[config.mk]
export PLATFORM = sky130hd
export DESIGN_NAME = bht_resolve_table
export DESIGN_NICKNAME = d
export VERILOG_FILES = /design/src/rtl/bht_resolve_table.sv
export SDC_FILE = /design/constraint.sdc
export NUM_CORES = 1
export LEC_CHECK = 0
export BUFFER_PORTS_ARGS = -buffer_cell sky130_fd_sc_hd__buf_4
export CORE_AREA = 8 8 306 189
export CTS_CLUSTER_SIZE = 14
export DETAILED_ROUTE_END_ITERATION = 7
export DIE_AREA = 0 0 314 197
export GPL_TIMING_DRIVEN = 0
export PLACE_DENSITY = 0.54
export SYNTH_ARGS = -nofsm -noshare
export SYNTH_HDL_FRONTEND = slang
export SYNTH_SLANG_ARGS = --single-unit
[constraint.sdc]
create_clock -name clk_i -period 9.3 [get_ports clk_i]
set_input_delay 1.86 -clock clk_i [delete_from_list [all_inputs] [get_ports clk_i]]
set_output_delay 1.86 -clock clk_i [all_outputs]
set_load 0.03 [all_outputs]
[src/rtl/bht_resolve_table.sv]
// bht_resolve_table: 2-bit saturating-counter branch history table trained from resolved branches.
// Ports:
//   clk_i, rst_ni         clock, asynchronous active-low reset
//   flush_bp_i            clear all predictor state (restarts the sweep)
//   debug_mode_i          suppresses training while the core is in debug mode
//   vpc_i                 lookup PC for the combinational prediction
//   resolved_branch_i     resolution record from the execute-stage branch unit
//   predict_valid_o       lookup hit on a trained row
//   predict_taken_o       predicted direction
//   busy_o                clearing sweep in progress
package bht_resolve_pkg;
    typedef struct packed {
        int unsigned VLEN;
        bit          RVC;
    } cfg_t;
    localparam cfg_t cfg_default = '{VLEN: 64, RVC: 1'b1};
    typedef enum logic [2:0] {NoCF, Branch, Jump, JumpR, Return} cf_t;
    typedef struct packed {
        logic        valid;
        logic [63:0] pc;
        logic [63:0] target_address;
        logic        is_taken;
        logic        is_mispredict;
        cf_t         cf_type;
        logic [3:0]  metadata;
    } bp_resolve_t;
endpackage

module bht_resolve_table #(
    parameter bht_resolve_pkg::cfg_t CVA6Cfg    = bht_resolve_pkg::cfg_default,
    parameter type                   bp_resolve_t = bht_resolve_pkg::bp_resolve_t,
    parameter int unsigned           NR_ENTRIES = 128
) (
    input  logic                    clk_i,
    input  logic                    rst_ni,
    input  logic                    flush_bp_i,
    input  logic                    debug_mode_i,
    input  logic [CVA6Cfg.VLEN-1:0] vpc_i,
    input  bp_resolve_t             resolved_branch_i,
    output logic                    predict_valid_o,
    output logic                    predict_taken_o,
    output logic                    busy_o
);
    localparam int unsigned IW  = $clog2(NR_ENTRIES);
    localparam int unsigned LSB = CVA6Cfg.RVC ? 1 : 2;
    localparam logic [1:0] INIT  = 2'd0;
    localparam logic [1:0] IDLE  = 2'd1;
    localparam logic [1:0] FLUSH = 2'd2;

    logic [1:0]    state_q, state_d;
    logic [IW-1:0] sweep_idx_q, sweep_idx_d;
    logic [IW-1:0] upd_idx_q, upd_idx_d;
    logic          upd_valid_q, upd_valid_d;
    logic          upd_taken_q, upd_taken_d;
    logic          row_valid_q [NR_ENTRIES];
    logic [1:0]    row_cnt_q   [NR_ENTRIES];
    logic          idle, wr_en, wr_valid;
    logic [IW-1:0] wr_idx, rd_idx;
    logic [1:0]    wr_cnt, old_cnt;
    logic          unused;

    assign unused          = ^{resolved_branch_i, vpc_i};
    assign idle            = state_q == IDLE;
    assign busy_o          = !idle;
    assign rd_idx          = vpc_i[LSB +: IW];
    assign predict_valid_o = idle && row_valid_q[rd_idx];
    assign predict_taken_o = predict_valid_o && row_cnt_q[rd_idx][1];

    always_comb begin
        state_d     = state_q;
        sweep_idx_d = sweep_idx_q + IW'(1);
        if (idle) begin
            sweep_idx_d = '0;
            state_d     = flush_bp_i ? FLUSH : IDLE;
        end else if (state_q == FLUSH && flush_bp_i) begin
            sweep_idx_d = '0;
        end else if (sweep_idx_q == IW'(NR_ENTRIES - 1)) begin
            state_d = IDLE;
        end
        upd_valid_d = resolved_branch_i.valid && resolved_branch_i.cf_type == bht_resolve_pkg::Branch
                      && !debug_mode_i && idle && !flush_bp_i;
        upd_idx_d   = resolved_branch_i.pc[LSB +: IW];
        upd_taken_d = resolved_branch_i.is_taken;
    end

    // Single write port: the sweep owns the array whenever it runs; a flush
    // cycle drops the pending update.
    always_comb begin
        old_cnt  = row_cnt_q[upd_idx_q];
        wr_en    = !idle || (upd_valid_q && !flush_bp_i);
        wr_idx   = idle ? upd_idx_q : sweep_idx_q;
        wr_valid = idle;
        wr_cnt   = !idle ? 2'b01 :
                   !row_valid_q[upd_idx_q] ? {upd_taken_q, !upd_taken_q} :
                   upd_taken_q ? (old_cnt == 2'b11 ? 2'b11 : old_cnt + 2'd1) :
                                 (old_cnt == 2'b00 ? 2'b00 : old_cnt - 2'd1);
    end

    always_ff @(posedge clk_i or negedge rst_ni) begin
        if (!rst_ni) begin
            state_q     <= INIT;
            sweep_idx_q <= '0;
            upd_valid_q <= 1'b0;
            upd_idx_q   <= '0;
            upd_taken_q <= 1'b0;
        end else begin
            state_q     <= state_d;
            sweep_idx_q <= sweep_idx_d;
            upd_valid_q <= upd_valid_d;
            upd_idx_q   <= upd_idx_d;
            upd_taken_q <= upd_taken_d;
        end
    end

    // Storage is deliberately unreset; the sweep initialises it.
    always_ff @(posedge clk_i) begin
        if (wr_en) begin
            row_valid_q[wr_idx] <= wr_valid;
            row_cnt_q[wr_idx]   <= wr_cnt;
        end
    end
endmodule

# Word level (Yosys, flattened, before mapping)
# Memory sizes are Yosys's and may differ from the RTL's.
# Cells that the tools add are included.
word_totals:
  reg_bits: 18
  in_bits: 206
  ramBits: 384
  latchBits: 0
  wordCells: 46
  romBits: 0
  n_memories: 2
  out_inout_bits: 3
classes:
  n_bitwise: 0
  mul: 0
  magnitude_cmp: 0
  n_reduce_logical: 16
  mux: 14
  n_eq_ne: 6
  n_div: 0
  n_shift: 0
  add_sub_neg: 3
mem_list:
  columns: ["name", "depth", "word_bits", "rd", "rd_clocked_by_memory_dff", "write_ports", "line_no", "rtl"]
  rows:
  - ["row_cnt_q", 128, 2, 2, 0, 1, "56", "logic [1:0] row_cnt_q [NR_ENTRIES];"]
  - ["row_valid_q", 128, 1, 2, 0, 1, "55", "logic row_valid_q [NR_ENTRIES];"]
ops:
  columns: ["operator", "n"]
  rows:
  - ["two-way mux 7 bit", 3]
  - ["two-way mux 2 bit", 9]
  - ["logical AND 1 bit", 8]
  - ["adder 7 x 1 -> 7 bit (second input constant)", 1]
  - ["== test 7 bit (second input constant)", 1]
  - ["== test 2 bit (second input constant)", 2]
  - ["zero test 1 bit", 4]
  - ["== test 3 x 1 -> 1 bit (second input constant)", 1]
  - ["adder 2 x 1 -> 2 bit (second input constant)", 1]
  - ["== test 2 x 1 -> 1 bit (second input constant)", 1]
  - ["zero test 2 bit", 1]
  - ["two-way mux 1 bit", 2]
  - ["inequality test 2 bit (second input constant)", 1]
  - ["AND reduction 2 bit", 1]
  - ["nonzero test 2 bit", 1]
  - ["subtractor 2 x 1 -> 2 bit (second input constant)", 1]
  - ["logical OR 1 bit", 1]

# Logic depth before layout (Yosys ltp)
# An unclocked memory read counts as a cell.
logic_depth:
  word_depth: 6
  depth_mapped: 12
  depth_no_buf: 8

# Least setup slack after synthesis
# OpenSTA, ideal clock, no wires.
synth_path:
  kind: "register -> register"
  start: "register upd_idx_q[0]"
  end: "memory row_cnt_q[0][1], data pin"
  n_path_buf: 2
  required_ns: 8.076
  setup_time_ns: 1.224
  period_less_slack_ns: 8.460
  slack_ns: 0.840
  stages_incl_launch_ff: 11
  t_arrival_ns: 7.236
  path_cell_list: "dfrtp_1 -> buf_2 -> buf_6 -> nor2_1 -> a22oi_1 -> nand3_1 -> mux4_2 -> a31oi_1 -> and2_1 -> a21oi_1 -> o31ai_1"
synth_between:
  elab_chain_len: 6
  elab_cells_between_ends: 11
  classes_between: "2 x add/sub; 1 x eq/ne; 5 x mux; 1 x reduce/logical; 2 x memory"
synth_lines:
  columns: ["element", "line_no", "rtl"]
  rows:
  - ["from (decl)", "52", "logic [IW-1:0] upd_idx_q, upd_idx_d;"]
  - ["from (signal assigned)", "110", "upd_idx_q <= upd_idx_d;"]
  - ["memory read (128 x 2 bit)", null, null]
  - ["subtractor 2 x 1 -> 2 bit (tied with other cells)", "96", "(old_cnt == 2'b00 ? 2'b00 : old_cnt - 2'd1);"]
  - ["two-way mux 2 bit (on tied branches)", "96, 95", null]
  - ["two-way mux 2 bit", "95", "upd_taken_q ? (old_cnt == 2'b11 ? 2'b11 : old_cnt + 2'd1) :"]
  - ["two-way mux 2 bit (*)", "94", "!row_valid_q[upd_idx_q] ? {upd_taken_q, !upd_taken_q} :"]
  - ["two-way mux 2 bit (*)", "93", "wr_cnt = !idle ? 2'b01 :"]
  - ["via wr_cnt[1]", "59", "logic [1:0] wr_cnt, old_cnt;"]
  - ["to (decl)", "56", null]
# Mark *: on every way through the listed nets, which the timed path passes. The rest lies on a longest branch.

# Final worst setup path
layout_path:
  start: "input port vpc_i[1]"
  end: "output port predict_taken_o"
layout_between:
  elab_chain_len: 3
  elab_cells_between_ends: 4
  classes_between: "2 x reduce/logical; 2 x memory"
layout_lines:
  columns: ["element", "line_no", "rtl"]
  rows:
  - ["from (decl)", "38", "input logic [CVA6Cfg.VLEN-1:0] vpc_i,"]
  - ["memory read (128 x 1 bit)", null, null]
  - ["logical AND 1 bit", "66", "assign predict_valid_o = idle && row_valid_q[rd_idx];"]
  - ["logical AND 1 bit (*)", "67", "assign predict_taken_o = predict_valid_o && row_cnt_q[rd_idx][1];"]
  - ["to (decl)", "41", "output logic predict_taken_o,"]
# Mark *: on every way between the ends. The rest lies on a longest branch, timed or not.

==> load_flow_metrics.sql <==
INSERT INTO impl_metrics (metric_group, metric, value, unit) VALUES
('worst_setup_path', 'worst-endpoint-arrival', '5.15', 'ns'),
('routing', 'final_antenna_net_count', '0', ''),
('sta', 'final-hold-violation-count', '0', ''),
('synth', 'synthesis.yosys.warnings', '0', ''),
('synth', 'post_synth_num_cell_types', '51', ''),
('pwr', 'cellPowerDensity', '177', 'mW/mm^2'),
('final_layout', 'fin_nets', '1339', ''),
('clock_tree', 'cts_max_path_buffers', '3', ''),
('global_route', 'grt_overflow', '0', ''),
('worst_setup_path', 'cp-end-kind', 'output port', ''),
('die', 'start_util', '34.5', '%'),
('global_route', 'grt_pass1_wl', '85.4', 'mm'),
('worst_setup_path', 'timing.critical_path.slowest_stage_cell', 'sky130_fd_sc_hd__mux4_2', ''),
('place', 'dp_cells', '1805', ''),
('synth', 'netlist_top_cells_count', 'sky130_fd_sc_hd__edfxtp_1, sky130_fd_sc_hd__mux4_2, sky130_fd_sc_hd__nor2_1', ''),
('min_path', 'worstHoldPathType', 'reg2reg', ''),
('outcome', 'status', 'finished with violations', ''),
('routing', 'drt_iter0_drc', '2152', ''),
('routing', 'routed-via-count', '11500', ''),
('place', 'finalWeightedCongestion', '0.977', ''),
('clock_tree', 'path_clk_slew', '0.06', 'ns'),
('synth', 'post_synth_inst_count', '1063', ''),
('sta', 'setup-violations-final', '0', ''),
('sta', 'fmax', '0.143', 'GHz'),
('final_layout', 'n_antenna_cell', '0', ''),
('clock_tree', 'post_cts_hold_buffers', '0', ''),
('routing', 'drc', '0', ''),
('worst_setup_path', 'crit_path_largest_cell_delay', '0.65', 'ns'),
('clock_tree', 'cts.repair_timing.setup_buffer_count', '0', ''),
('sta', 'clock-skew-final', '0.0270', 'ns'),
('synth', 'fraction_of_synthesis_flops_using_an_asynchronous_set_or_reset_pin', '4.48', '%'),
('sta', 'hold_slack', '0.558', 'ns'),
('clock_tree', 'clockRootBuffer', 'sky130_fd_sc_hd__clkbuf_16', ''),
('synth', 'synthesis.area_per_instance', '17.3', 'um^2'),
('synth', 'post-synth-top-area-fraction', '62.6', '%'),
('sta', 'post_route_clock_period_utilization', '75.4', '%'),
('sta', 'finalWorstPathRequiredPeriod', '7.01', 'ns'),
('place', 'post-dp-hpwl', '43.5', 'mm'),
('final_layout', 'layoutNonFillerInstCount', '1870', ''),
('worst_setup_path', 'crit_type', 'in2out', ''),
('global_route', 'grt.total_usage', '19.6', '%'),
('synth', 'dominantRegCellSynth', 'sky130_fd_sc_hd__edfxtp_1', ''),
('die', 'die_width', '314', 'um'),
('sta', 'grt_setup_unrepaired', 'no', ''),
('sta', 'finalMaxSlewViolations', '11', ''),
('die', 'die_area', '0.0619', 'mm^2'),
('routing', 'drt-wirelength-per-cell', '33.2', 'um'),
('clock_tree', 'cts_num_sinks', '402', ''),
('sta', 'worst_pin_slew', '1.53', 'ns'),
('place', 'placedInstanceArea', '0.0196', 'mm^2'),
('run', 'max_cap_violation_count', '1', ''),
('die', 'top_level_ports', '209', ''),
('synth', 'ys_seq_area_share', '65.0', '%'),
('global_route', 'grt_max_degree', '89', ''),
('outcome', 'violations', 'capacitance limit, slew limit', ''),
('pwr', 'p_total', '3.68', 'mW'),
('place', 'placement.io_buffers', '20', ''),
('global_route', 'via_count_of_the_first_global_routing_pass', '10900', ''),
('worst_setup_path', 'cp_max_fanout', '10', ''),
('sta', 'slew_headroom', '-1.70', '%'),
('sta', 'final.setup.tns', '0', 'ns'),
('clock_tree', 'tritoncts', 'done', ''),
('worst_setup_path', 'critPathMostFrequentCell', 'sky130_fd_sc_hd__mux4_2', ''),
('worst_setup_path', 'required', '7.44', 'ns'),
('routing', 'routed_via_density', '6.16', ''),
('die', 'die_height', '197', 'um'),
('pwr', 'max-vdd-ir-drop', '150', 'uV'),
('worst_setup_path', 'critical_path.startpoint_type', 'primary input', ''),
('pwr', 'power.leakage', '6.16', 'nW'),
('synth', 'synthesis.area', '0.0184', 'mm^2'),
('die', 'floorplan.rows', '66', '');
## metal layers
layer,global-route usage (%),vias to the layer above,routed length [um],share of wire [%]
li1,-,4480,-,-
met1,31.5,6065,28400,46
met2,25.2,865,23800,38
met3,5.87,112,8350,13
met4,4.72,2,1510,2.4
met5,0,-,13,0.021
## cell usage in the layout (no fill, tap or decap), types with 4 or more instances in the layout
cell type,netlist,layout
sky130_fd_sc_hd__a211oi_1,11,11
sky130_fd_sc_hd__a22o_1,4,4
sky130_fd_sc_hd__buf_4,8,28
sky130_fd_sc_hd__clkinv_2,0,8
sky130_fd_sc_hd__dfrtp_1,18,18
sky130_fd_sc_hd__nand3b_1,6,6
sky130_fd_sc_hd__a21oi_1,11,11
sky130_fd_sc_hd__clkbuf_1,23,28
sky130_fd_sc_hd__clkbuf_16,0,41
sky130_fd_sc_hd__o22ai_1,11,11
sky130_fd_sc_hd__o21ai_0,7,7
sky130_fd_sc_hd__mux2i_1,41,41
sky130_fd_sc_hd__nor2b_1,5,5
sky130_fd_sc_hd__buf_6,7,7
sky130_fd_sc_hd__buf_2,17,17
sky130_fd_sc_hd__buf_1,12,11
sky130_fd_sc_hd__mux4_2,154,154
sky130_fd_sc_hd__nand2b_1,4,4
sky130_fd_sc_hd__nor4_1,5,5
sky130_fd_sc_hd__buf_8,0,5
sky130_fd_sc_hd__nand2_1,72,72
sky130_fd_sc_hd__a31oi_1,6,6
sky130_fd_sc_hd__nor2_1,147,147
sky130_fd_sc_hd__nor3_1,19,19
sky130_fd_sc_hd__o211ai_1,7,7
sky130_fd_sc_hd__edfxtp_1,384,384
sky130_fd_sc_hd__mux4_1,11,11
sky130_fd_sc_hd__and3_1,6,6
sky130_fd_sc_hd__nand3_1,16,16
sky130_fd_sc_hd__a22oi_1,12,12
sky130_fd_sc_hd__clkinv_1,2,7
## critical path, delay by kind of cell
kind / cells / cell delay, ns
buffers and inverters: 3 / 1.13
muxes: 4 / 2.02
and+or+nand+nor: 1 / 0.13
## power breakdown
group / switching (mW) / internal [mW] / total (mW)
clock: 0.683 / 0.857 / 1.54
sequential: 0.00261 / 1.95 / 1.96
combinational: 0.126 / 0.0565 / 0.182
## kinds of logic (layout without fill, tap and decap cells)
| logic type | Yosys count | count (layout) | share of synthesized area, % |
|---|---|---|---|
| AOI/OAI and AO/OA | 83 | 83 | 3.12 |
| xor gates and xnor gates | 5 | 5 | 0.238 |
| adders and majority gates | 1 | 1 | 0.0679 |
| buffers and inverters | 74 | 167 | 2.07 |
| DFF | 402 | 402 | 65.0 |
| muxes | 206 | 206 | 22.6 |
| and+or+nand+nor | 292 | 292 | 6.83 |
## worst paths after layout
path	startpoint	end	depth (start not counted)	slack [ns]
setup / recovery	vpc_i[1]	predict_taken_o	8	2.29
hold / removal	state_q[1]	state_q[1]	1	0.56
setup reg to reg	upd_idx_q[1]	row_cnt_q[3][0]	12	4.15
hold reg to reg	state_q[1]	state_q[1]	1	0.56
max in group asynchronous	rst_ni	sweep_idx_q[4]	1	7.88
min in group asynchronous	rst_ni	upd_idx_q[5]	1	1.19
## area by class of cell
cell class | instances | area (um^2)
Timing Repair Buffer | 28 | 308
Inverter | 7 | 26.3
Sequential cell | 402 | 12000
Tap cell | 714 | 893
Fill cell | 4865 | 32600
Buffer | 67 | 360
Clock inverter | 18 | 144
Multi-Input combinational cell | 587 | 6080
Clock buffer | 47 | 1050
## stage by stage
stage          utilization (%)  worst slack, ns
2_1_floorplan                -            0.840
3_3_place_gp              36.4            -6.78
3_5_place_dp              36.8             2.29
4_1_cts                   39.0             2.28
5_1_grt                   39.0             2.21
6_report                  39.0             2.29
## registers in the layout, summed over array words and instances, names as in the netlist
signal       cells
upd_taken_q      1
state_q          2
row_valid_q    128
upd_valid_q      1
sweep_idx_q      7
row_cnt_q      256
upd_idx_q        7
(Power assumes the default switching activity.)
